## src/rtl/pipeline_pkg.sv

```systemverilog
// pipeline_pkg -- shared types for the pipeline control slice.
//   ctrl_state_t : hazard/stall FSM states (RUN, MEM_WAIT, HALT)
//   fwd_sel_t    : EX operand source select (FWD_RF, FWD_MEM, FWD_WB)
//   pipe_ctrl_t  : bundle of pipeline register load enables and flushes
package pipeline_pkg;

  typedef enum logic [1:0] {
    RUN      = 2'd0,
    MEM_WAIT = 2'd1,
    HALT     = 2'd2
  } ctrl_state_t;

  typedef logic [1:0] fwd_sel_t;

  localparam fwd_sel_t FWD_RF  = 2'b00;
  localparam fwd_sel_t FWD_MEM = 2'b10;
  localparam fwd_sel_t FWD_WB  = 2'b01;

  typedef struct packed {
    logic pc_en;
    logic if_id_en;
    logic id_ex_en;
    logic ex_mem_en;
    logic mem_wb_en;
    logic if_id_flush;
    logic id_ex_flush;
  } pipe_ctrl_t;

  // Uniform control word: every enable = en, every flush = fl.
  function automatic pipe_ctrl_t ctrl_fill(input logic en, input logic fl);
    pipe_ctrl_t c;
    c.pc_en       = en;
    c.if_id_en    = en;
    c.id_ex_en    = en;
    c.ex_mem_en   = en;
    c.mem_wb_en   = en;
    c.if_id_flush = fl;
    c.id_ex_flush = fl;
    return c;
  endfunction

endpackage

```

## src/rtl/pipeline_fwd_unit.sv

```systemverilog
// pipeline_fwd_unit -- combinational operand forwarding select.
// Ports:
//   rs1, rs2                     in  5  source registers
//   mem_w_addr, mem_reg_write    in  5/1 destination of the instruction in MEM
//   wb_w_addr, wb_reg_write      in  5/1 destination of the instruction in WB
//   fwd_a, fwd_b                 out 2  operand source (FWD_RF/FWD_MEM/FWD_WB)
module pipeline_fwd_unit
  import pipeline_pkg::*;
(
  input  logic [4:0] rs1,
  input  logic [4:0] rs2,
  input  logic [4:0] mem_w_addr,
  input  logic       mem_reg_write,
  input  logic [4:0] wb_w_addr,
  input  logic       wb_reg_write,
  output logic [1:0] fwd_a,
  output logic [1:0] fwd_b
);

  // The younger producer (EX/MEM) wins; x0 is hard-wired zero and never forwarded.
  function automatic fwd_sel_t pick(input logic [4:0] rs,
                                    input logic [4:0] m_addr, input logic m_we,
                                    input logic [4:0] w_addr, input logic w_we);
    fwd_sel_t sel;
    sel = FWD_RF;
    if (rs != 5'd0) begin
      if (m_we && (m_addr == rs))      sel = FWD_MEM;
      else if (w_we && (w_addr == rs)) sel = FWD_WB;
    end
    return sel;
  endfunction

  always_comb begin
    fwd_a = pick(rs1, mem_w_addr, mem_reg_write, wb_w_addr, wb_reg_write);
    fwd_b = pick(rs2, mem_w_addr, mem_reg_write, wb_w_addr, wb_reg_write);
  end

endmodule

```

## src/rtl/pipeline_ctrl.sv

```systemverilog
// pipeline_ctrl -- 5-stage pipeline hazard, stall and forwarding control.
// Parameter MEM_TIMEOUT: max MEM_WAIT cycles before the sticky mem_err.
// Ports:
//   clk, rst (sync, active-high)
//   id_rs1/id_rs2, id_use_rs1/id_use_rs2     ID-stage sources
//   ex_w_addr, ex_reg_write, ex_mem_read     EX-stage destination/control
//   mem_w_addr, mem_reg_write                MEM-stage destination
//   wb_w_addr, wb_reg_write                  WB-stage destination
//   ex_redirect                              taken branch / jump resolved in EX
//   mem_req, mem_ready                       data memory handshake
//   pc_en..mem_wb_en, if_id_flush/id_ex_flush  pipeline register control
//   fwd_a, fwd_b                             EX operand select
//   mem_err                                  sticky memory timeout
//   state                                    FSM state (debug)
// Optional: define PIPE_CTRL_PERF_EN to add saturating performance counters
//   stall_cycles, flush_count, loaduse_count (32 bits each).
module pipeline_ctrl
  import pipeline_pkg::*;
#(
  parameter int MEM_TIMEOUT = 255
) (
  input  logic       clk,
  input  logic       rst,
  input  logic [4:0] id_rs1,
  input  logic [4:0] id_rs2,
  input  logic       id_use_rs1,
  input  logic       id_use_rs2,
  input  logic [4:0] ex_w_addr,
  input  logic       ex_reg_write,
  input  logic       ex_mem_read,
  input  logic [4:0] mem_w_addr,
  input  logic       mem_reg_write,
  input  logic [4:0] wb_w_addr,
  input  logic       wb_reg_write,
  input  logic       ex_redirect,
  input  logic       mem_req,
  input  logic       mem_ready,
  output logic       pc_en,
  output logic       if_id_en,
  output logic       id_ex_en,
  output logic       ex_mem_en,
  output logic       mem_wb_en,
  output logic       if_id_flush,
  output logic       id_ex_flush,
  output logic [1:0] fwd_a,
  output logic [1:0] fwd_b,
  output logic       mem_err,
  output logic [1:0] state
`ifdef PIPE_CTRL_PERF_EN
  ,
  output logic [31:0] stall_cycles,
  output logic [31:0] flush_count,
  output logic [31:0] loaduse_count
`endif
);

  localparam int CNT_W = $clog2(MEM_TIMEOUT + 1);
  localparam logic [CNT_W-1:0] CNT_MAX = CNT_W'(MEM_TIMEOUT);

  ctrl_state_t      state_q, state_d;
  logic [CNT_W-1:0] cnt_q, cnt_d;
  logic             mem_err_q, mem_err_d;
  pipe_ctrl_t       ctrl;
  logic             mem_stall, load_use, redirect_act, loaduse_act;
  logic [1:0]       fwd_a_raw, fwd_b_raw;

  // Only loads in EX create a hazard; the EX write enable itself is not needed here.
  logic ex_reg_write_unused;
  assign ex_reg_write_unused = ex_reg_write;

  pipeline_fwd_unit u_fwd (
    .rs1           (id_rs1),
    .rs2           (id_rs2),
    .mem_w_addr    (mem_w_addr),
    .mem_reg_write (mem_reg_write),
    .wb_w_addr     (wb_w_addr),
    .wb_reg_write  (wb_reg_write),
    .fwd_a         (fwd_a_raw),
    .fwd_b         (fwd_b_raw)
  );

  always_comb begin
    state_d   = state_q;
    cnt_d     = cnt_q;
    mem_err_d = mem_err_q;
    mem_stall = 1'b0;

    load_use = ex_mem_read && (ex_w_addr != 5'd0) &&
               ((id_use_rs1 && (id_rs1 == ex_w_addr)) ||
                (id_use_rs2 && (id_rs2 == ex_w_addr)));

    case (state_q)
      RUN: begin
        if (mem_req && !mem_ready) begin
          mem_stall = 1'b1;
          state_d   = MEM_WAIT;
          cnt_d     = CNT_W'(1);
        end
      end
      MEM_WAIT: begin
        if (mem_ready) begin
          state_d = RUN;
          cnt_d   = '0;
        end else begin
          mem_stall = 1'b1;
          if (cnt_q >= CNT_MAX) begin
            state_d   = HALT;
            mem_err_d = 1'b1;
          end else begin
            cnt_d = cnt_q + CNT_W'(1);
          end
        end
      end
      HALT:    mem_stall = 1'b1;
      default: begin
        state_d = RUN;
        cnt_d   = '0;
      end
    endcase

    // A frozen EX cannot act on its redirect; it is honoured when the stall releases.
    redirect_act = !rst && !mem_stall && ex_redirect;
    loaduse_act  = !rst && !mem_stall && !ex_redirect && load_use;

    ctrl = ctrl_fill(1'b1, 1'b0);
    if (mem_stall) begin
      ctrl = ctrl_fill(1'b0, 1'b0);
    end else if (ex_redirect) begin
      ctrl.if_id_flush = 1'b1;
      ctrl.id_ex_flush = 1'b1;
    end else if (load_use) begin
      // Hold PC and IF/ID, inject a bubble into ID/EX; the load moves on.
      ctrl.pc_en       = 1'b0;
      ctrl.if_id_en    = 1'b0;
      ctrl.id_ex_flush = 1'b1;
    end
    if (rst) ctrl = ctrl_fill(1'b0, 1'b1);
  end

  always_ff @(posedge clk) begin
    if (rst) begin
      state_q   <= RUN;
      cnt_q     <= '0;
      mem_err_q <= 1'b0;
    end else begin
      state_q   <= state_d;
      cnt_q     <= cnt_d;
      mem_err_q <= mem_err_d;
    end
  end

  assign pc_en       = ctrl.pc_en;
  assign if_id_en    = ctrl.if_id_en;
  assign id_ex_en    = ctrl.id_ex_en;
  assign ex_mem_en   = ctrl.ex_mem_en;
  assign mem_wb_en   = ctrl.mem_wb_en;
  assign if_id_flush = ctrl.if_id_flush;
  assign id_ex_flush = ctrl.id_ex_flush;
  assign fwd_a       = rst ? FWD_RF : fwd_a_raw;
  assign fwd_b       = rst ? FWD_RF : fwd_b_raw;
  assign mem_err     = mem_err_q;
  assign state       = state_q;

`ifdef PIPE_CTRL_PERF_EN
  logic [31:0] stall_q, stall_d, flush_q, flush_d, lu_q, lu_d;

  function automatic logic [31:0] sat_inc(input logic [31:0] v, input logic inc);
    return (inc && (v != 32'hFFFF_FFFF)) ? v + 32'd1 : v;
  endfunction

  always_comb begin
    stall_d = sat_inc(stall_q, state_q != RUN);
    flush_d = sat_inc(flush_q, redirect_act);
    lu_d    = sat_inc(lu_q, loaduse_act);
  end

  always_ff @(posedge clk) begin
    if (rst) begin
      stall_q <= '0;
      flush_q <= '0;
      lu_q    <= '0;
    end else begin
      stall_q <= stall_d;
      flush_q <= flush_d;
      lu_q    <= lu_d;
    end
  end

  assign stall_cycles  = stall_q;
  assign flush_count   = flush_q;
  assign loaduse_count = lu_q;
`endif

endmodule

```

## config.mk

```make
export PLATFORM = sky130hd
export DESIGN_NAME = pipeline_ctrl
export DESIGN_NICKNAME = d
export VERILOG_FILES = /design/src/rtl/pipeline_pkg.sv /design/src/rtl/pipeline_fwd_unit.sv /design/src/rtl/pipeline_ctrl.sv
export SDC_FILE = /design/constraint.sdc
export NUM_CORES = 1
export LEC_CHECK = 0
export ABC_AREA = 1
export CAP_MARGIN = 10
export CELL_PAD_IN_SITES_DETAIL_PLACEMENT = 0
export CELL_PAD_IN_SITES_GLOBAL_PLACEMENT = 1
export CORE_UTILIZATION = 25
export DETAILED_ROUTE_END_ITERATION = 7
export PLACE_DENSITY = 0.72
export SLEW_MARGIN = 20
export SYNTH_ARGS = -nofsm -noshare
export SYNTH_HDL_FRONTEND = slang
export SYNTH_HIERARCHICAL = 1
export SYNTH_SLANG_ARGS = --single-unit
```

## constraint.sdc

```tcl
create_clock -name clk -period 1.4 [get_ports clk]
set_clock_uncertainty 0.15 [all_clocks]
set_input_delay 0.28 -clock clk [delete_from_list [all_inputs] [get_ports clk]]
set_output_delay 0.28 -clock clk [all_outputs]
set_load 0.03 [all_outputs]
```

==> results of run 1 <==
==> flip-flops by register name (all words and copies together) (netlist names) <==
| name | cells |
|---|---|
| cnt_q | 8 |
| mem_err | 1 |
| state | 2 |
==> routing by layer <==
metal | track usage, % | vias to the layer above | part of all wire [%]
met2 | 28.45 | 35 | 50
met5 | 0 | - | 0
met1 | 18.64 | 809 | 46
met4 | 2.885 | 0 | 0.71
li1 | - | 981 | -
met3 | 2.156 | 5 | 3.3
==> logic make-up after synthesis <==
family	count (synthesis)	share of synthesized area [%]
simple gates	178	56.93
buf+inv	61	17.52
fa+ha+maj	1	0.9123
compound gates	20	8.576
flops	11	16.06
==> tightest hold or removal path: cells and delay by family, from the launching register on <==
family           cells  cell delay [ns]
AND/OR/NAND/NOR      2             0.12
flip-flops           1             0.32
==> metrics by stage <==
step | cell area, µm² | hold WS, ns
finish | 2605 | 0.3189
global route | 2605 | 0.3624
CTS | 2305 | 0.3304
detailed placement | 2097 | 0.3176
global placement | 2097 | 0.3070
floorplan | 1439 | 0.2793
==> how the worst max path moves through the flow <==
| stage | endpoint | slack, ns | startpoint |
|---|---|---|---|
| global placement | fwd_a[1] | -0.75 | id_rs1[1] |
| floorplan | pc_en | -0.35 | state[1]$_SDFFE_PP0P_ |
| detailed placement | fwd_a[1] | -0.75 | id_rs1[1] |
| finish | pc_en | -0.34 | state[0]$_SDFFE_PP0P_ |
| CTS | pc_en | -0.33 | state[0]$_SDFFE_PP0P_ |
| global route | pc_en | -0.42 | state[0]$_SDFFE_PP0P_ |
==> power groups by stage <==
stage / sequential [W] / clock, W / combinational (W)
floorplan: 0.000341 / 0 / 0.000279
global placement: 0.000334 / 0 / 0.000528
detailed placement: 0.000334 / 0 / 0.000522
CTS: 0.000327 / 0.000330 / 0.000583
global route: 0.000328 / 0.000354 / 0.000752
finish: 0.000327 / 0.000320 / 0.000695
==> final cells by class <==
class	instances	area (µm²)
well taps	70	87.58
clock buffers	4	45.04
inverters	57	266.5
fillers	556	2600
repair buffers	80	813.3
flip-flops and latches	11	231.5
multi-input cells	199	1161
==> cells in the final DEF (no fill, tap or decap), types with 2 or more instances in the layout <==
master            n
nor3_2            3
inv_6             3
clkdlybuf4s15_2   2
inv_1            25
a21oi_4           3
inv_2            21
dlygate4sd2_1     6
o21ai_1           3
a21oi_2           7
dfxtp_1           6
nand2_4           4
or2_2             2
a21oi_1           2
buf_6            24
nor2_4            8
nand3_1           7
buf_8             7
nor2_2            8
nand2_1          79
nand3_2           5
nand4_1           8
buf_4            29
nand2_2          25
buf_2             3
clkbuf_2          2
clkdlybuf4s50_1   2
buf_12            5
clkinv_8          2
clkbuf_8          3
dfxtp_2           3
inv_4             5
dfxtp_4           2
nor2_1           27
o21ai_2           2
==> repair_timing <==
action | 4_1_cts | 5_1_grt
gates cloned | 0 | 0
endpoints found under the setup margin | 22 | 21
endpoints found under the hold margin | 0 | 0
pin swaps | 51 | 40
gates resized for setup | 186 | 74
setup buffers | 4 | 9
==> results.md, run 1 <==
- Status: finished with violations
- Failing checks: negative setup slack
- CP cell instances: nor2_4 -> o21ai_2 -> buf_4 -> a21oi_4 -> nand2_1 -> inv_2 -> buf_6
- Max_cap viols: 0
- Top post-synthesis cells by count: nand2_1, inv_1, nor2_1
- Setup slack after layout: -0.3415 ns
- Tot GR Track Use: 15.30%
- H-tree levels: 1
- Chip Width: 76.06 µm
- Gr ovfl total: 0
- Area grow syn2layout: 89.96%
- Synth area leaders: nand2_1, dfxtp_1, inv_1, nor2_1, inv_2
- Clock Power Share: 23.8%
- Final core utilization: 50.05%
- DR iter-0 viols: 54
- Least-Margin Pin Slew: 0.3079 ns
- Final min period: 1.742 ns
- Via density: 4.347
- Root Driver: clkbuf_8
- WL/cell: 10.69 µm
- Worst path max stage delay: 0.35 ns
- Starting Density: 26.35%
- Fin cells: 421
- Io pins: 50
- Hold endpoint: mem_err$_SDFFE_PP0P_
- Pre-CTS WS: -0.7503 ns
- Seq pwr share: 24.4%
- CP max FO: 2
- CP endpoint kind: output port
- CTS clock-pin slew for the worst setup and hold paths: 0.05 ns
- Total leakage power: 1.288 nW
- Syn Inst Count: 271
- TritonCTS clock tree: yes
- Number of synthesized flops with an enable pin: 0
- Critical Path RT: 0.97 ns
- Top cell type's share of synthesized area: 29.01%
- Hold Buf Count CTS: 0
- R2r endpoint: cnt_q[5]$_SDFFE_PP0P_
- Die Ht: 76.06 µm
- Worst path depth: 7
- Synthesized cell area: 1371 µm²
- Core Region: 5205 µm²
- Total die area: 5785 µm²
- Ratio of cells with drive above 1 in the final layout: 51.85%
- Final max-slew violation count: 0
- Worst path arrival time: 1.31 ns
- Hold_sp: mem_err$_SDFFE_PP0P_
- Routed Antenna Nets: 0
- NumNets Final: 389
- First-pass DRT Iterations: 4
- Vias: 1,830
- # diodes: 0
- Largest net degree at the start of global routing: 13
- Comb pwr share: 51.8%
- Worst reg-to-reg path cell count: 8
- Unrepaired setup endpoints after global routing: true
- Most repeated cell in the gate-level netlist after synthesis: nand2_1
- Placed Cells: 404
- FF-to-FF setup slack: -0.09 ns
- PortBufs: 48
- Placer congestion estimate: 0.8059
- Cell taking the most area after synthesis: nand2_1
- Pwr Total: 0.001341 W
- Synth async-reset ratio: 0%
- Delay-heaviest family, CP: flip-flops
- Count of clock tree sinks: 11
- Flops & latches, synth: 11
- R2r startpoint: state[0]$_SDFFE_PP0P_
- Slew HR: 79.40%
- Final TNS setup: -3.056 ns
- Fmax: 574.2 MHz
- Wirelength, routed: 4.499 mm
- VDD IR max: 0.2617 mV
- Mapped Nets: 308
- Sw frac: 36.28%
- First-pass GRT wire length: 7.376 mm
- Post-synth top flop: dfxtp_1
- Sequential fraction of the synthesis area: 16.06%
- Vias in the first global route: 1,760
- Number of core rows: 26
- CP Launch Type: register
- Final Cycle Share: 124.4%
- Yosys cell types: 26
- Worst hold path type: reg -> reg
- Slowest CP cell: dfxtp_4
- DP HPWL: 3.485 mm
- CP Buf/Inv Count: 3
- Clk Latency, worst-skew pair: 0.24 ns
- Antenna violations before repair: 0
- Power density over the cells: 514.9 nW/µm²
- Post-route DRC: 0
- Final hold vios: 0
- Clk buf depth: 2
- Synth warnings: 6
- CTS Buf Count: 3
- Hold path cells: 2
- CP Class: reg -> out
- Internal: 0.0008548 W
- Mean Syn Cell Area: 5.060 µm²
- Final Setup Violations: 18
- Psw: 0.0004866 W
No activity file was read; power rests on OpenSTA's default activity.
==> run 2, diff against run 1 <==
- MAX_ROUTING_LAYER: default -> met4
- PLACE_DENSITY: 0.72 -> 0.74
- SYNTH_HIERARCHICAL: 1 -> default
==> run 2 against run 1 <==
The flow still finishes with violations (negative setup slack). Critical endpoint is now id_ex_flush. Register-to-register slack hardly changed. Largest power group unchanged. Sequential power about the same. Clock power increased by 1%.
==> results.md, run 2 <==
- Final max-slew violation count: 0 (unchanged)
- Worst path arrival time: 1.30 ns (about the same)
- Most repeated cell in the gate-level netlist after synthesis: nand2_1
- DP HPWL: 3.236 mm (-7.1%)
- Fmax: 578.5 MHz (+0.75%)
- Mapped Nets: 256 (-17%)
- Syn Inst Count: 219 (-19%)
- Vias: 1,672 (-8.6%)
- Cell taking the most area after synthesis: nand2_1
- Unrepaired setup endpoints after global routing: true
- VDD IR max: 0.3309 mV (+26%)
- Fill cells: 443 (-20%)
- Final hold vios: 0 (unchanged)
- CP Class: reg -> out
- DR iter-0 viols: 53 (-1.9%)
- # diodes: 0 (unchanged)
- Setup slack after layout: -0.3285 ns (+0.01300 ns)
- Synthesized cell area: 1214 µm² (-11%)
- Critical Path RT: 0.97 ns (about the same)
- Top cell type's share of synthesized area: 20.10% (-8.9 points)
- Worst path max stage delay: 0.37 ns (+0.02 ns)
- First-pass DRT Iterations: 4 (unchanged)
- Post-route DRC: 0 (unchanged)
- Final Cycle Share: 123.5% (-0.93 points)
- Final Setup Violations: 20 (+2)
- Final core utilization: 54.53% (+4.5 points)
- NumNets Final: 349 (-10%)
- CTS clock-pin slew for the worst setup and hold paths: 0.05 ns (about the same)
- Routed Antenna Nets: 0 (unchanged)
- Synth async-reset ratio: 0% (unchanged)
- Core Region: 4504 µm² (-13%)
- Most common cell after layout, fill and taps aside: nand2_1
- Max_cap viols: 0 (unchanged)
- CP Launch Type: register
- CP cell instances: inv_4 -> nand2_4 -> inv_4 -> o21ai_4 -> nand2_2 -> a21oi_4 -> nand2_2 -> buf_6
- Slew HR: 84.21% (+4.8 points)
- Die Ht: 71.68 µm (-5.8%)
- Top post-synthesis cells by count: nand2_1, inv_1, nor2_1
- TritonCTS clock tree: yes
- Root Driver: clkbuf_8
- Io pins: 50 (unchanged)
- Clk Latency, worst-skew pair: 0.24 ns (about the same)
- WL/cell: 11.67 µm (+9.2%)
- Post-synth top flop: dfxtp_1
- Gr ovfl total: 0 (unchanged)
- H-tree levels: 1 (unchanged)
- Chip Width: 71.68 µm (-5.8%)
- Final TNS setup: -3.201 ns (-0.1451 ns)
- Worst hold path type: in -> reg
- Number of core rows: 24 (-7.7%)
- Placer congestion estimate: 0.9159 (+14%)
- Max reg flops: 8 (unchanged)
- Ratio of cells with drive above 1 in the final layout: 55.31% (+3.5 points)
- Sequential fraction of the synthesis area: 18.14% (+2.1 points)
- Final min period: 1.729 ns (-0.01300 ns)
- CP Buf/Inv Count: 3 (unchanged)
- Least-Margin Pin Slew: 0.2359 ns (-0.07195 ns)
- Synth area leaders: nand2_1, dfxtp_1, inv_1, nor2_1, a21oi_1
- Largest Register: cnt_q
- Starting Density: 26.94% (+0.60 points)
- CP endpoint kind: output port
- Area occupied by multi-input gates: 1062 µm² (-8.5%)
- Power density over the cells: 548.0 nW/µm² (+6.4%)
- Total die area: 5137 µm² (-11%)
- CTS Buf Count: 3 (unchanged)
- Slowest CP cell: dfxtp_4
- Delay-heaviest family, CP: flip-flops
- Clk buf depth: 2 (unchanged)
- Largest net degree at the start of global routing: 11 (-2)
- CP max FO: 3 (+1)
- Status: finished with violations
- Register area: 230.2 µm² (-0.54%)
- Wirelength, routed: 4.237 mm (-5.8%)
- First-pass GRT wire length: 7.238 mm (-1.9%)
- PortBufs: 48 (unchanged)
- Failing checks: negative setup slack
- Flops & latches, synth: 11 (unchanged)
- Area grow syn2layout: 102.4%
- Mean Syn Cell Area: 5.542 µm² (+9.5%)
- Tot GR Track Use: 18.07% (+2.8 points)
- Vias in the first global route: 1,671 (-5.1%)
- Yosys cell types: 27 (+3.8%)
- Total leakage power: 1.138 nW (-12%)
- Most frequent cells in the layout: nand2_1, buf_6, buf_4
- Antenna violations before repair: 0 (unchanged)
- Synth warnings: 0 (-6)
- Number of synthesized flops with an enable pin: 0 (unchanged)
- Via density: 4.606 (+6.0%)
- Count of clock tree sinks: 11 (unchanged)
- Pre-CTS WS: -0.7238 ns (+0.02646 ns)
run 2: timing repair:
action | 4_1_cts | 5_1_grt
endpoints found under the setup margin | 22 | 22
buffers inserted | 13 | 3
hold buffers | 0 | 0
gates resized for setup | 200 | 48
pin swaps | 53 | 35
run 2: worst reg2reg max path, delay by kind of cell, from the launching register on:
family,cells,cell delay [ns]
buffers and inverters,8,0.71
AND/OR/NAND/NOR,2,0.12
flip-flops,1,0.37
AO/OA/AOI/OAI,1,0.04
run 2: metal layers:
metal | up-vias | track usage (%) | wire (µm)
met5 | - | - | 0
met2 | 47 | 31.55 | 2143
met1 | 745 | 21.28 | 1806
met3 | 9 | 1.828 | 203
li1 | 871 | - | -
met4 | 0 | 6.972 | 83
run 2: logic make-up after synthesis:
logic type	share of synthesized area, %
simple gates	42.99
buf+inv	16.39
compound gates	17.84
flops	18.14
xor+xnor	3.608
fa+ha+maj	1.031
run 2: area by class of cell:
class	instances	area share, %
multi-input cells	158	43.25
repair buffers	92	35.10
inverters	46	7.743
clock buffers	3	1.681
clock inverters	1	0.2038
well taps	52	2.649
flip-flops and latches	11	9.373
run 2: path summary, 6_finish.rpt:
kind / slack, ns / endpoint / cells after the start / start
max: -0.33 / id_ex_flush / 8 / state[0]$_SDFFE_PP0P_
min: 0.28 / state[1]$_SDFFE_PP0P_ / 3 / rst
max reg2reg: -0.10 / state[0]$_SDFFE_PP0P_ / 11 / state[0]$_SDFFE_PP0P_
min reg2reg: 0.31 / mem_err$_SDFFE_PP0P_ / 2 / mem_err$_SDFFE_PP0P_
run 2: report_power, final:
group,switching (W),leakage (nW),internal [W],total [W]
combinational,0.000346,1.02,0.000349,0.000696
sequential,0.00000696,0.0913,0.000320,0.000327
clock,0.000127,0.0255,0.000196,0.000324
run 2: stage by stage:
step	power [W]	cell area, µm²	hold WS [ns]	instances
6_report	0.001346	2456	0.2803	363
5_1_grt	0.001432	2456	0.2918	363
4_1_cts	0.001290	2292	0.3097	362
3_5_place_dp	0.0008550	1999	0.2919	348
3_3_place_gp	0.0008576	1999	0.2888	348
2_1_floorplan	0.0005922	1259	0.2996	219
==> RTL edit 1 (config.mk and constraints of run 1) <==
The parameter `MEM_TIMEOUT` goes from 255 to 510.
--- a/src/rtl/pipeline_ctrl.sv
+++ b/src/rtl/pipeline_ctrl.sv
@@ -19,3 +19,3 @@
 #(
-  parameter int MEM_TIMEOUT = 255
+  parameter int MEM_TIMEOUT = 510
 ) (
Formal check against the unedited RTL: no difference found for any inputs over 10 cycles, from zero or initial values and one cycle with rst high; that may be too few to reach the edited logic, so the function may still have changed.
==> RTL edit 1 against run 1 <==
- the flow still finishes with violations (setup timing)
- global-route usage is 2.2 points higher
- synthesized area up 14%
- combinational power rose by 6.5%
- sequential cell count rose by 1
- total power grew 8.9%
- wire length is 28% higher
- setup slack better by 0.021 ns
- design area increased by 21%
- hold slack worse by 0.0039 ns
- critical endpoint unchanged
- largest cell class unchanged
==> RTL edit 1: results (changes against run 1) <==
* Top post-synthesis cells by area: sky130_fd_sc_hd__nand2_1 27%, sky130_fd_sc_hd__dfxtp_1 15%, sky130_fd_sc_hd__inv_1 10% (was sky130_fd_sc_hd__nand2_1 29%, sky130_fd_sc_hd__dfxtp_1 16%, sky130_fd_sc_hd__inv_1 11%)
* Detailed Place HPWL at 4.04 mm (was 3.49 mm)
* Synth Area per Inst at 5.10 sq um (was 5.06 sq um)
* Grt met1 use at 23.3% (was 18.6%)
* Number of antenna diodes at 0 (unchanged)
* Violated checks: setup timing (unchanged)
* Critical Path AT at 1.29 ns (was 1.31 ns)
* Min setup slack post-route at -0.320 ns (was -0.342 ns)
* Global-route wire length before repair at 8.99 mm (was 7.38 mm)
* Slew @ Worst Pin at 0.259 ns (was 0.308 ns)
* Worst hold-check slack at 0.315 ns (was 0.319 ns)
* Status: finished, violations left (unchanged)
* Filler cell count in the final layout at 600 (was 556)
* Setup TNS at -4.10 ns (was -3.06 ns)
* Setup slack of the worst register-to-register path at -0.15 ns (was -0.09 ns)
* Layout Nets at 440 (was 389)
* Maximum resistive drop on vdd at 335 uV (was 262 uV)
* Synthesized net count at 345 (was 308)
* Combined global-route utilization of all metal layers at 17.5% (was 15.3%)
* Flip-flop count of the largest register after layout at 9 (was 8)
* Setup violation total in the final timing report at 23 (was 18)
* Maximum number of pins on one net before global-route repair at 9 (was 13)
* Static power due to leakage at 1.51 nW (was 1.29 nW)
* Most frequent cells after synthesis: 112 x sky130_fd_sc_hd__nand2_1, 43 x sky130_fd_sc_hd__inv_1, 41 x sky130_fd_sc_hd__nor2_1 (was 106 x sky130_fd_sc_hd__nand2_1, 40 x sky130_fd_sc_hd__inv_1, 38 x sky130_fd_sc_hd__nor2_1)
* Required time at the endpoint of the critical path at 0.97 ns (about the same)
* Gp weighted congestion at 0.862 (was 0.806)
* Routed wire per std cell at 12.1 um (was 10.7 um)
* Drt first-iter violations at 80 (was 54)
* Met2 track utilization from global routing at 30.3% (was 28.5%)
* Top fanout value on the critical path at 3 (was 2)
* CTS buffer count at 3 (unchanged)
* Met3 track demand over resource at 1.69% (was 2.16%)
* Count of placed standard cells including taps at 459 (was 404)
* Routed vias/inst at 4.50 (was 4.35)
* Post-route non-filler standard cell count at 476 (was 421)
* Count of different cell masters after synthesis at 27 (was 26)
* Register area share after synthesis at 15.3% (was 16.1%)
* Clock network latency to the later pin of the worst-skew pair at 0.26 ns (was 0.24 ns)
* Proportion of layout cells with a drive suffix above 1 at 57.9% (was 51.9%)
* Number of global-route vias before repair at 2005 (was 1760)
## RTL edit 1: path summary, 6_finish.rpt
path	start	cells after the start	to
max reg2reg	state[1]	7	cnt_q[0]
min reg2reg	mem_err	2	mem_err
max	state[0]	8	pc_en
min	mem_err	2	mem_err
## RTL edit 1: per-layer routing
layer,part of all wire [%],vias to the layer above
met4,0.62,0
met1,47,970
li1,-,1123
met3,3.1,2
met5,0,-
met2,49,46
## RTL edit 1: per-stage QoR
step	setup slack [ns]	area [sq um]
6_report	-0.320	3150
5_1_grt	-0.398	3150
3_5_place_dp	-0.733	2390
3_3_place_gp	-0.738	2390
4_1_cts	-0.308	2780
2_1_floorplan	-0.379	1620
## RTL edit 1: layout make-up
cell class / count / area (sq um) / share of cell area, %
Multi-Input combinational cell: 230 / 1480 / 47.0
Tap cell: 75 / 93.8 / 2.98
Sequential cell: 12 / 256 / 8.14
Inverter: 58 / 275 / 8.73
Clock buffer: 3 / 41.3 / 1.31
Clock inverter: 1 / 3.75 / 0.119
Timing Repair Buffer: 97 / 1000 / 31.7
## RTL edit 1: critical path: cells and delay by family (launching register included)
kind | cells | cell delay, ns
compound gates | 1 | 0.08
simple gates | 4 | 0.35
flops | 1 | 0.36
buf+inv | 3 | 0.24
## RTL edit 1: kinds of logic (layout without fill, tap and decap cells)
kind of cell / Yosys count / in the layout / share of synthesized area (%)
AO/OA/AOI/OAI: 21 / 21 / 8.07
adder cells (fa/ha/maj): 2 / 2 / 1.60
buffers and inverters: 65 / 159 / 17.1
flip-flops: 12 / 12 / 15.3
AND/OR/NAND/NOR: 207 / 207 / 57.9
## RTL edit 1: power breakdown
group	internal, mW	switching [mW]
Clock	0.195	0.156
Sequential	0.354	0.0163
Combinational	0.356	0.384
## RTL edit 1: repair_timing
item | 4_1_cts | 5_1_grt
cloned | 0 | 0
hold buffers | 0 | 0
gates resized for setup | 222 | 100
setup endpoints to repair | 23 | 23
setup buffers | 9 | 6
pin swaps | 52 | 63
==> RTL edit 2 (settings of run 1) <==
Without the edit above. Put one more register stage on the output `mem_err`. The value now appears one clock later. The other outputs are not delayed to match. Comments in the files are not updated.
--- a/src/rtl/pipeline_ctrl.sv
+++ b/src/rtl/pipeline_ctrl.sv
@@ -160,3 +160,5 @@
   assign fwd_b       = rst ? FWD_RF : fwd_b_raw;
-  assign mem_err     = mem_err_q;
+  always_ff @(posedge clk) begin
+    mem_err <= mem_err_q;
+  end
   assign state       = state_q;
Check against the original RTL: same outputs for any inputs over 10 cycles, from zero or initial values and one cycle with rst high; that may be too few to reach the edited logic, so the function may still have changed.
==> RTL edit 2 against run 1 <==
- the flow still finishes with violations (setup timing)
- wire length up 10%
- setup slack worse by 0.052 ns
- synthesized area up 1.8%
- die area up 1.8%
- design area up 4.9%
- largest cell class unchanged
- core utilization up 2.1 points
- total power up 14%
- fmax down 2.9%
- sequential cell count up 1
- critical path type unchanged
- register-to-register slack worse by 0.20 ns
- critical path depth up 2
==> RTL edit 2: results (changes against run 1) <==
* Most frequent cells after synthesis: 104 x sky130_fd_sc_hd__nand2_1, 48 x sky130_fd_sc_hd__inv_1, 31 x sky130_fd_sc_hd__nor2_1 (was 106 x sky130_fd_sc_hd__nand2_1, 40 x sky130_fd_sc_hd__inv_1, 38 x sky130_fd_sc_hd__nor2_1)
* Global-route wire length before repair at 8.13 mm (was 7.38 mm)
* Slew @ Worst Pin at 0.293 ns (was 0.308 ns)
* Share of synthesized cell area in full adder, half adder and majority cells at 0.896% (was 0.912%)
* Setup slack of the worst register-to-register path at -0.29 ns (was -0.09 ns)
* Worst hold-check slack at 0.223 ns (was 0.319 ns)
* Proportion of layout cells with a drive suffix above 1 at 52.8% (was 51.9%)
* Drt first-iter violations at 78 (was 54)
* Detailed Place HPWL at 3.64 mm (was 3.49 mm)
* Endpoint with the worst hold slack: mem_err (unchanged)
* Count of different cell masters after synthesis at 23 (was 26)
* Combined global-route utilization of all metal layers at 16.8% (was 15.3%)
* Violated checks: setup timing (unchanged)
* FF-to-FF End: cnt_q[5] (unchanged)
* Synthesized net count at 309 (was 308)
* Setup violation total in the final timing report at 22 (was 18)
* Flip-flop count of the largest register after layout at 8 (unchanged)
* Min setup slack post-route at -0.393 ns (was -0.342 ns)
* Top post-synthesis cells by area: sky130_fd_sc_hd__nand2_1 28%, sky130_fd_sc_hd__dfxtp_1 17%, sky130_fd_sc_hd__inv_1 13% (was sky130_fd_sc_hd__nand2_1 29%, sky130_fd_sc_hd__dfxtp_1 16%, sky130_fd_sc_hd__inv_1 11%)
* Clock network latency to the later pin of the worst-skew pair at 0.24 ns (about the same)
* Maximum number of pins on one net before global-route repair at 12 (was 13)
* Total of buffers placed on input and output ports at 48 (unchanged)
* Count of vias placed by the detailed router at 1889 (was 1830)
* Register area share after synthesis at 17.2% (was 16.1%)
* Status: finished, violations left (unchanged)
* Total Routed Length at 4.97 mm (was 4.50 mm)
* Layout Nets at 396 (was 389)
* Cell depth of the worst hold path at 0 (was 2)
* Hold wc startpoint: mem_err_q (was mem_err)
* R2R Path Start: state[1] (was state[0])
* Gp weighted congestion at 0.798 (was 0.806)
* Synth Area in Compound Gates at 9.32% (was 8.58%)
* Maximum resistive drop on vdd at 386 uV (was 262 uV)
[RTL edit 2: logic make-up (layout without fill, tap and decap cells)]
logic type / count (synthesis) / count (layout)
simple gates: 171 / 172
compound gates: 23 / 23
flops: 12 / 12
buf+inv: 65 / 150
fa+ha+maj: 1 / 1
[RTL edit 2: worst max-delay path, stage by stage (launching register included)]
cell and delay, ns:
sky130_fd_sc_hd__dfxtp_4 0.36, sky130_fd_sc_hd__inv_4 0.06, sky130_fd_sc_hd__nand2_4 0.04, sky130_fd_sc_hd__inv_2 0.05, sky130_fd_sc_hd__o21ai_2 0.06, sky130_fd_sc_hd__buf_4 0.14
sky130_fd_sc_hd__a21oi_4 0.12, sky130_fd_sc_hd__nand2_1 0.08, sky130_fd_sc_hd__inv_2 0.07, sky130_fd_sc_hd__buf_6 0.13
[RTL edit 2: metrics by stage]
| stage | instance area (sq um) | cells | TNS [ns] | setup WS (ns) |
|---|---|---|---|---|
| after global placement | 2160 | 409 | -11.19 | -0.759 |
| after global routing | 2730 | 428 | -7.05 | -0.466 |
| after floorplan | 1460 | 272 | -1.09 | -0.355 |
| after CTS | 2410 | 422 | -4.50 | -0.382 |
| after detailed placement | 2160 | 409 | -11.35 | -0.731 |
| final | 2730 | 428 | -5.63 | -0.393 |
[RTL edit 2: how the worst max path moves through the flow]
| stage | slack (ns) | to | start | cells past startpoint |
|---|---|---|---|---|
| after global placement | -0.76 | fwd_b[0] | id_rs2[1] | 11 |
| after floorplan | -0.36 | pc_en | state[0] | 8 |
| after detailed placement | -0.73 | fwd_b[0] | id_rs2[1] | 11 |
| final | -0.39 | if_id_en | state[0] | 9 |
| after global routing | -0.47 | if_id_en | state[0] | 9 |
| after CTS | -0.38 | if_id_en | state[0] | 9 |
[RTL edit 2: power breakdown]
group | internal, mW | leakage, nW | switching [mW]
clock | 0.249 | 0.0288 | 0.151
combinational | 0.363 | 1.20 | 0.401
sequential | 0.350 | 0.0987 | 0.00930
[RTL edit 2: repair_timing]
item	in CTS	in global routing
buffers inserted	8	7
cloned	1	0
pin swaps	51	41
endpoints found under the setup margin	22	22
resized for setup	161	98
[RTL edit 2: area by class of cell]
type,count,area [sq um]
fillers,542,2500
repair buffers,85,848
well taps,70,87.6
clock buffers,4,55.1
flip-flops and latches,12,248
multi-input cells,196,1230
inverters,61,267
[RTL edit 2: routing by layer]
metal  global-route usage [%]  wire [um]
met5                        0          0
met4                     3.85         43
met3                     1.19        144
met2                     32.1       2680
met1                     20.1       2110
